--- config.mk ---
export PLATFORM = sky130hd
export DESIGN_NAME = slip_tx
export DESIGN_NICKNAME = d
export VERILOG_FILES = /design/src/rtl/slip_pkg.sv /design/src/rtl/slip_tx.sv
export SDC_FILE = /design/constraint.sdc
export NUM_CORES = 1
export LEC_CHECK = 0
export ABC_CLOCK_PERIOD_IN_PS = 2200
export CAP_MARGIN = 25
export CORE_MARGIN = 1.5
export CORE_UTILIZATION = 44
export CTS_CLUSTER_DIAMETER = 150
export DETAILED_ROUTE_END_ITERATION = 10
export PLACE_DENSITY = 0.87
export SYNTH_ARGS = -nofsm -noshare
export SYNTH_HDL_FRONTEND = slang
export SYNTH_SLANG_ARGS = --single-unit
--- constraint.sdc ---
create_clock -name clk -period 2.2 [get_ports clk]
set_input_delay 0.55 -clock clk [delete_from_list [all_inputs] [get_ports clk]]
set_output_delay 0.55 -clock clk [all_outputs]
set_load 0.02 [all_outputs]
--- src/rtl/slip_pkg.sv ---
// Shared SLIP definitions: framing constants, encoder state encoding and a
// helper that flags bytes needing an escape sequence.
package slip_pkg;

    localparam logic [7:0] END     = 8'hC0;
    localparam logic [7:0] ESC     = 8'hDB;
    localparam logic [7:0] ESC_END = 8'hDC;
    localparam logic [7:0] ESC_ESC = 8'hDD;

    typedef enum logic [1:0] {
        ST_IDLE = 2'd0,
        ST_BODY = 2'd1,
        ST_ESC  = 2'd2,
        ST_TAIL = 2'd3
    } slip_state_t;

    function automatic logic slip_is_special(input logic [7:0] b);
        return (b == END) || (b == ESC);
    endfunction

endpackage

--- src/rtl/slip_tx.sv ---
// SLIP frame encoder: raw bytes with an end-of-frame flag in, END/ESC framed
// bytes out through a single output register with rdy/ack handshakes.
module slip_tx
    import slip_pkg::*;
#(
    parameter int LEAD_END = 1
) (
    input  logic       clk,
    input  logic       nrst,
    input  logic [7:0] din,
    input  logic       din_last,
    input  logic       din_rdy,
    output logic       din_ack,
    output logic [7:0] dout,
    output logic       dout_rdy,
    input  logic       dout_ack,
    output logic       busy
);

    slip_state_t state_reg;
    logic [7:0]  dout_reg;
    logic        dout_rdy_reg;
    logic [7:0]  code_reg;
    logic        last_reg;

    logic ld;
    logic body_like;

    // The output register can take a new byte when empty or being drained
    // on this very edge, so consume and load overlap without a bubble.
    assign ld        = !dout_rdy_reg | dout_ack;
    assign body_like = (state_reg == ST_BODY) ||
                       ((state_reg == ST_IDLE) && (LEAD_END == 0));
    assign din_ack   = nrst & ld & body_like;

    always_ff @(posedge clk) begin
        if (!nrst) begin
            state_reg    <= ST_IDLE;
            dout_reg     <= 8'h00;
            dout_rdy_reg <= 1'b0;
            code_reg     <= 8'h00;
            last_reg     <= 1'b0;
        end else if (ld) begin
            dout_rdy_reg <= 1'b0;
            if (body_like) begin
                if (din_rdy) begin
                    dout_rdy_reg <= 1'b1;
                    if (slip_is_special(din)) begin
                        dout_reg  <= ESC;
                        code_reg  <= (din == END) ? ESC_END : ESC_ESC;
                        last_reg  <= din_last;
                        state_reg <= ST_ESC;
                    end else begin
                        dout_reg  <= din;
                        state_reg <= din_last ? ST_TAIL : ST_BODY;
                    end
                end
            end else begin
                case (state_reg)
                    ST_IDLE: begin
                        // Lead END goes out first; the data byte waits.
                        if (din_rdy) begin
                            dout_reg     <= END;
                            dout_rdy_reg <= 1'b1;
                            state_reg    <= ST_BODY;
                        end
                    end
                    ST_ESC: begin
                        dout_reg     <= code_reg;
                        dout_rdy_reg <= 1'b1;
                        state_reg    <= last_reg ? ST_TAIL : ST_BODY;
                    end
                    ST_TAIL: begin
                        dout_reg     <= END;
                        dout_rdy_reg <= 1'b1;
                        state_reg    <= ST_IDLE;
                    end
                    default: state_reg <= ST_IDLE;
                endcase
            end
        end
    end

    assign dout     = dout_reg;
    assign dout_rdy = dout_rdy_reg;
    assign busy     = (state_reg != ST_IDLE) | dout_rdy_reg;

endmodule
==> impl_metrics.csv, run 1 <==
group,metric,value,unit
yosys,synthFlopType,"dfxtp_1",
worst_hold_path,min_path_type,"reg -> reg",
placement,place_inst,131,
clocking,clk_pin_slew,0.09,ns
floorplan,coreArea,1540,µm²
yosys,synthDistinctLibCells,29,
yosys,syn-cell-area,744,µm²
yosys,synth_edf_count,0,
setup_path,critical_path.top_delay_family,"simple AND/OR/NAND/NOR gates",
yosys,synthArstFlopShare,0,
global_route,overflow,0,
timing,finalHoldViolCount,0,
setup_path,path_cells,"clkdlybuf4s50_1 -> or4_4 -> a21oi_1 -> nor3_1 -> a2111oi_0",
yosys,netlist_instances,82,
placement,dp_hpwl,1450,µm
setup_path,crit_type,"in -> reg",
yosys,ys_ff_latch,14,
placement,routabilityCongestion,0.793,
clocking,hold_buffers,0,
timing,worst_pin_slew,0.414,ns
clocking,clk_latency,0.28,ns
yosys,yosysSeqAreaShare,0.376,
detailed_routing,wl_per_cell,13.6,µm
pwr,peakVddDrop,0.000807,V
cells_and_area,regArea,280,µm²
global_route,grt_antenna_before_repair,0,
timing,finClkSkew,0.00629,ns
floorplan,die_h,44.1,µm
floorplan,dieWidth,44.1,µm
floorplan,top_level_ports,24,
global_route,globalRouteTotalUtil,0.215,
yosys,yosys.area.top_type,"dfxtp_1",
yosys,synth.avg_cell_area,9.08,µm²
clocking,clkSinkCount,14,
setup_path,cp.required,2.35,ns
clocking,h-tree-depth,1,
setup_path,worst_path_max_delay_cell,"or4_4",
detailed_routing,via_per_inst,5.64,
cells_and_area,multiInputGateArea,433,µm²
timing,slew_viol_final,0,
detailed_routing,ant_nets,0,
setup_path,worst-path-max-fanout,3,
cells_and_area,area_delta_synth_final,49.6,%
timing,fmax,468,MHz
timing,period_share,0.971,
cells_and_area,diodes,0,
run,maxCapViolations,0,
pwr,power.leakage,0.000430,µW
cells_and_area,final_cells,135,
setup_path,worst-path-buf-inv,1,
setup_path,arrival,2.28,ns
pwr,power_density,1040,nW/µm²
floorplan,dieArea,1950,µm²
placement,port_buffers,23,
clocking,cts_buffers,3,
detailed_routing,drt_iter0_drc,11,
timing,finalCriticalPeriod,2.14,ns
yosys,synthTopCellsByArea,"dfxtp_1 (38%), ha_1 (10%), a21oi_1 (4.7%), a22oi_1 (4.0%), nor2_1 (4.0%)",
clocking,root_buffer,"clkbuf_4",
yosys,synthTopCellsByCount,"dfxtp_1 (14), nor2_1 (8), a21oi_1 (7), ha_1 (6), inv_1 (5)",
global_route,grt_pass1_wl,3050,µm
cells_and_area,largest_reg_flops,8,
setup_path,cp-end-kind,"flip-flop",
yosys,yosysWarnings,0,
cells_and_area,final_nets,139,
timing,slew_headroom,0.717,
floorplan,rows,14,
timing,rsz0062_at_grt,"no",
detailed_routing,firstDrtPassIters,4,
yosys,syn_nets,101,
timing,setup_viol,0,
cells_and_area,fill_cells,120,
setup_path,cp-start-kind,"input pin",
detailed_routing,vias,762,
yosys,synth_top_area_frac,0.376,
clocking,clk_path_buf_depth,2,
detailed_routing,route.detailed.drc,0,
setup_path,slowest_delay,0.58,ns
detailed_routing,routed_wl,1830,µm
clocking,tritoncts,"built",
global_route,grt_pass1_vias,713,
run_status,status,"finished clean",
cells_and_area,drive_gt1_frac,0.168,
timing,whs,0.458,ns
global_route,grt_max_degree,14,
yosys,yosysMostFrequentCell,"dfxtp_1",
floorplan,initial_utilization,0.483,
stage by stage:
step           utilization  power (µW)  setup WS (ns)  cell area, µm²  setup TNS [ns]
6_report             0.722        1160         0.0646            1110               0
5_1_grt              0.722        1240        0.00149            1110               0
4_1_cts              0.722        1160         0.0569            1110               0
3_5_place_dp         0.700         988         -0.218            1080           -1.53
3_3_place_gp         0.700         966         -0.207            1080           -1.14
2_1_floorplan            -         714          0.290             744               0
cell type report:
class / count / area share
timing repair buffer: 36 / 0.292
clock buffer: 4 / 0.0326
inverter: 5 / 0.0169
sequential: 14 / 0.252
multi-input combinational: 60 / 0.389
tap: 16 / 0.0180
timing repair:
item	in CTS	in global routing
setup endpoints to repair	2	1
hold endpoints to repair	0	0
gates cloned	0	0
resized for setup	2	2
setup buffers	0	0
per-layer routing:
| metal | track usage | vias to the layer above | part of all wire | wire length, µm |
|---|---|---|---|---|
| li1 | - | 382 | - | - |
| met1 | 0.250 | 360 | 0.44 | 802 |
| met2 | 0.365 | 18 | 0.51 | 937 |
| met3 | 0.0653 | 2 | 0.043 | 79 |
| met4 | 0.0909 | 0 | 0.0055 | 10 |
| met5 | 0 | - | 0 | 0 |
tightest hold or removal path: cells and delay by family, from the launching register on:
| kind | cells | cell delay [ns] |
|---|---|---|
| DFF | 1 | 0.31 |
| and+or+nand+nor | 1 | 0.05 |
| AOI/OAI and AO/OA | 1 | 0.05 |
where the power goes:
group	leakage, µW	internal [µW]	switching [µW]
registers	0.000114	310	35.4
clock network	0.0000210	101	84.9
logic	0.000295	277	347
layout by cell type, fill, tap and decap left out, types with 3 or more instances in the layout:
cell type and instances:
clkdlybuf4s50_1 21, nand2_1 4, clkbuf_4 3, a21oi_1 7, nor2_1 8, inv_1 5, dfxtp_1 14, nor3_1 3
buf_4 13, a22oi_1 4, ha_1 6, o21ai_0 3
final timing paths:
check / slack, ns / cells past startpoint / endpoint / startpoint
min: 0.46 / 2 / dout[6] / dout[6]
max reg2reg: 0.27 / 7 / dout[0] / state_reg[1]
min reg2reg: 0.46 / 2 / dout[6] / dout[6]
max: 0.06 / 5 / dout[0] / din[3]
logic make-up after synthesis:
family,share of synthesized area
multiplexers,0.0134
flip-flops,0.376
AO/OA/AOI/OAI,0.301
adder cells (fa/ha/maj),0.101
AND/OR/NAND/NOR,0.166
buffers and inverters,0.0420
(Power assumes the default switching activity.)
==> run 2: changes to the inputs <==
- PLACE_DENSITY: 0.87 -> 0.81
==> run 2 against run 1 <==
Compared with the run above: combinational power shrank 1%; worst setup slack lost 0.0056 ns; first-iteration DRC count grew 18%.
==> impl_metrics.csv, run 2 (synthesis results as in run 1) <==
group,metric,value,unit
clocking,cts_setup_buffers,0,
clocking,root_buffer,"clkbuf_4",
detailed_routing,routed_wl,1810,µm
clocking,hold_buffers,0,
worst_hold_path,hold_path_end,"dout[6]",
pwr,peakVddDrop,0.000806,V
clocking,clk_path_buf_depth,2,
timing,finClkSkew,0.00393,ns
pwr,power.leakage,0.000426,µW
timing,worst_pin_slew,0.543,ns
global_route,groute.layer.met2.usage,0.332,
cells_and_area,drive_gt1_frac,0.176,
detailed_routing,drt_iter0_drc,13,
setup_path,r2r_slack,0.33,ns
pwr,power,1150,µW
global_route,grt_pass1_wl,3100,µm
cells_and_area,layout_common_cells,"clkdlybuf4s50_1 (21), dfxtp_1 (14), buf_4 (13)",
pwr,seqPwrFrac,0.301,
floorplan,dieArea,1950,µm²
placement,place_inst,131,
setup_path,worst-path-max-fanout,3,
clocking,ctsResizeCount,2,
setup_path,worst_path_max_delay_cell,"or4_4",
placement,dp_hpwl,1430,µm
timing,fin_ws,0.0590,ns
detailed_routing,firstDrtPassIters,4,
timing,setup_viol,0,
pwr,clkPwrFrac,0.164,
timing,slew_viol_final,0,
floorplan,die_h,44.1,µm
timing,finalHoldViolCount,0,
setup_path,cp-start-kind,"input pin",
worst_hold_path,hp-start,"dout[6]",
global_route,grt_pass1_vias,724,
global_route,grt_max_degree,14,
run_status,status,"finished clean",
global_route,grt_antenna_before_repair,0,
setup_path,crit_type,"in -> reg",
floorplan,initial_utilization,0.483,
detailed_routing,route.detailed.drc,0,
pwr,cellInternalPower,688,µW
clocking,h-tree-depth,1,
clocking,cts_buffers,3,
cells_and_area,final_common_cell,"clkdlybuf4s50_1",
setup_path,timing.rr.start,"state_reg[1]",
timing,fmax,467,MHz
setup_path,r2r-end,"dout[3]",
global_route,grt-busiest-layer,"met2",
floorplan,top_level_ports,24,
detailed_routing,ant_nets,0,
cells_and_area,area_delta_synth_final,49.1,%
global_route,globalRouteTotalUtil,0.218,
placement,routabilityCongestion,0.764,
worst_hold_path,min_path_cells,2,
cells_and_area,diodes,0,
timing,whs,0.459,ns
global_route,overflow,0,
clocking,clk_pin_slew,0.08,ns
setup_path,critical_path.top_delay_family,"buffers and inverters",
pwr,power_density,1040,nW/µm²
setup_path,worst-path-buf-inv,2,
timing,finalCriticalPeriod,2.14,ns
pwr,pwr-share-comb,0.535,
floorplan,dieWidth,44.1,µm
detailed_routing,vias,771,
run,maxCapViolations,0,
placement,port_buffers,23,
setup_path,slowest_delay,0.58,ns
global_route,use_met3,0.0367,
timing,period_share,0.973,
worst_hold_path,min_path_type,"reg -> reg",
cells_and_area,final_cells,135,
floorplan,rows,14,
cells_and_area,largest_reg_flops,8,
detailed_routing,wl_per_cell,13.4,µm
setup_path,cp-end-kind,"flip-flop",
clocking,tritoncts,"built",
setup_path,cp.required,2.42,ns
timing,slew_headroom,0.634,
timing,rsz0062_at_grt,"no",
detailed_routing,via_per_inst,5.71,
setup_path,arrival,2.36,ns
pwr,power.switching,461,µW
clocking,clkSinkCount,14,
pwr,switching_share,0.401,
placement,place_ws,-0.251,ns
cells_and_area,final_nets,139,
setup_path,path_cells,"clkdlybuf4s50_1 -> or4_4 -> a2111oi_4 -> buf_4 -> a31oi_1 -> a21oi_1",
clocking,clk_latency,0.28,ns
setup_path,worst-r2r-cell-count,8,
global_route,grtUsageMet1,0.289,
floorplan,coreArea,1540,µm²
-- run 2: worst max path at each step --
| stage | start | end | slack (ns) | cells after the start |
|---|---|---|---|---|
| detailed placement | nrst | din_ack | -0.25 | 4 |
| global route | din[3] | dout[3] | 0.01 | 6 |
| CTS | nrst | din_ack | 0.02 | 4 |
| finish | din[3] | dout[3] | 0.06 | 6 |
| global placement | nrst | din_ack | -0.24 | 4 |
| floorplan | din[3] | last_reg | 0.29 | 4 |
-- run 2: layout make-up --
type,instances,area [µm²]
sequential,14,280
timing repair buffer,36,322
tap,16,20.0
inverter,5,18.8
multi-input combinational,60,433
clock buffer,4,36.3
fill,124,432
-- run 2: metrics by stage --
step / setup TNS [ns] / area, µm² / utilization
after floorplan: 0 / 744 / -
after global placement: -1.20 / 1080 / 0.700
after detailed placement: -1.53 / 1080 / 0.700
after CTS: 0 / 1110 / 0.722
after global routing: 0 / 1110 / 0.720
final: 0 / 1110 / 0.720
-- run 2: power groups by stage --
stage                     Combinational [µW]  Sequential, µW  Clock, µW
after floorplan                          319             395          0
after global placement                   619             349          0
after detailed placement                 624             353          0
after CTS                                614             347        193
after global routing                     688             355        200
final                                    615             345        189
-- run 2: routing by layer --
layer	part of all wire	routed length (µm)	up-vias
li1	-	-	383
met1	0.46	827	360
met2	0.47	848	24
met3	0.053	95	4
met4	0.020	37	0
met5	0	0	-
-- run 2: worst register-to-register path: stages (launching register included) --
cell     delay, ns
dfxtp_1       0.35
inv_1         0.12
ha_1          0.19
buf_4         0.17
nor2_1        0.07
o21ai_0       0.44
buf_4         0.23
a22oi_1       0.08
a21oi_1       0.16
==> run 3: changes to the inputs <==
- ABC_CLOCK_PERIOD_IN_PS: 2200 -> 2100
- clock period: 2.2 -> 2.1 ns (I/O delays scaled with it)
==> run 3 against run 2 <==
Compared with the run above: critical endpoint unchanged; core utilization increased by 1.9 points; sequential share of layout area decreased by 0.67 points; sequential power increased by 5%.
==> impl_metrics.csv, run 3 (synthesis results as in run 1) <==
group,metric,value,unit
timing,worst_pin_slew,0.417,ns
worst_hold_path,hold_path_end,"dout[6]",
clocking,root_buffer,"clkbuf_4",
cells_and_area,drive_gt1_frac,0.197,
floorplan,rows,14,
placement,place_area,1100,µm²
timing,finalCriticalPeriod,2.02,ns
pwr,peakVddDrop,0.000897,V
worst_hold_path,hp-start,"dout[6]",
cells_and_area,fill_cells,130,
global_route,grt_pass1_vias,790,
pwr,power,1240,µW
cells_and_area,final_nets,142,
setup_path,cp.required,2.32,ns
timing,slew_viol_final,0,
setup_path,cp-end-kind,"flip-flop",
timing,finClkSkew,0.00993,ns
placement,dp_hpwl,1510,µm
pwr,power.leakage,0.000467,µW
global_route,grt_max_degree,14,
cells_and_area,final_common_cell,"clkdlybuf4s50_1",
detailed_routing,wl_per_cell,14.6,µm
setup_path,r2r-end,"dout[3]",
global_route,globalRouteTotalUtil,0.224,
detailed_routing,ant_nets,0,
worst_hold_path,min_path_type,"reg -> reg",
timing,fin_ws,0.0752,ns
floorplan,top_level_ports,24,
setup_path,cp-start-kind,"input pin",
timing,whs,0.465,ns
detailed_routing,firstDrtPassIters,4,
floorplan,coreArea,1540,µm²
run_status,status,"finished clean",
global_route,overflow,0,
clocking,tritoncts,"built",
global_route,grtUsageMet1,0.262,
setup_path,worst-path-max-fanout,3,
clocking,clk_path_buf_depth,2,
detailed_routing,vias,790,
detailed_routing,drt_iter0_drc,24,
clocking,clkSinkCount,14,
placement,port_buffers,23,
timing,slew_headroom,0.720,
timing,rsz0062_at_grt,"no",
setup_path,crit_type,"in -> reg",
floorplan,initial_utilization,0.483,
global_route,grt-busiest-layer,"met2",
global_route,grt_antenna_before_repair,0,
global_route,use_met3,0.0245,
timing,fmax,494,MHz
global_route,grt_pass1_wl,3230,µm
placement,place_inst,134,
run,maxCapViolations,0,
placement,routabilityCongestion,0.776,
setup_path,worst-r2r-cell-count,8,
clocking,cts_setup_buffers,0,
cells_and_area,area_delta_synth_final,53.1,%
cells_and_area,largest_reg_flops,8,
worst_hold_path,min_path_cells,2,
clocking,h-tree-depth,1,
cells_and_area,fin_area,1140,µm²
cells_and_area,diodes,0,
setup_path,timing.rr.start,"state_reg[1]",
pwr,power_density,1090,nW/µm²
timing,period_share,0.964,
clocking,hold_buffers,0,
cells_and_area,layout_common_cells,"clkdlybuf4s50_1 (18), buf_4 (16), dfxtp_1 (14)",
floorplan,dieArea,1950,µm²
detailed_routing,via_per_inst,5.72,
floorplan,die_h,44.1,µm
placement,place_ws,-0.298,ns
clocking,clk_pin_slew,0.09,ns
setup_path,r2r_slack,0.34,ns
timing,finalHoldViolCount,0,
timing,setup_viol,0,
setup_path,arrival,2.25,ns
clocking,clk_latency,0.29,ns
clocking,cts_buffers,3,
detailed_routing,route.detailed.drc,0,
cells_and_area,final_cells,138,
detailed_routing,routed_wl,2020,µm
global_route,groute.layer.met2.usage,0.415,
floorplan,dieWidth,44.1,µm
[run 3: timing repair]
action | in CTS | in global routing
pin swaps | 1 | 3
gates resized for setup | 2 | 7
endpoints found under the setup margin | 3 | 3
[run 3: worst max-delay path: stages]
cell	delay (ns)
clkdlybuf4s50_1	0.44
or4_4	0.47
a2111oi_4	0.41
buf_4	0.18
a31oi_1	0.05
a21oi_1	0.17
[run 3: metrics by stage]
step | TNS [ns] | util
2_1_floorplan | 0 | -
4_1_cts | 0 | 0.737
6_report | 0 | 0.739
3_3_place_gp | -1.80 | 0.715
5_1_grt | 0 | 0.739
3_5_place_dp | -2.04 | 0.715
[run 3: area by class of cell]
cell class,count,area [µm²],area share
Clock buffer,4,36.3,0.0318
Inverter,5,18.8,0.0165
Multi-Input combinational cell,60,433,0.380
Sequential cell,14,280,0.246
Tap cell,16,20.0,0.0176
Timing Repair Buffer,39,352,0.308
[run 3: worst max path at each step]
| stage | startpoint | to | cells past startpoint |
|---|---|---|---|
| 2_1_floorplan | din[3] | last_reg | 4 |
| 3_3_place_gp | nrst | din_ack | 4 |
| 3_5_place_dp | din[3] | dout[3] | 6 |
| 4_1_cts | nrst | din_ack | 4 |
| 5_1_grt | din[0] | dout[3] | 6 |
| 6_report | din[0] | dout[3] | 6 |
[run 3: per-layer routing]
layer	vias up	wire, µm
li1	390	-
met1	357	865
met2	35	1000
met3	8	118
met4	0	27
met5	-	0
[run 3: report_power, final]
part	internal, µW	switching (µW)	total [µW]
sequential	325	37.4	362
combinational	304	376	680
clock	106	93.6	199
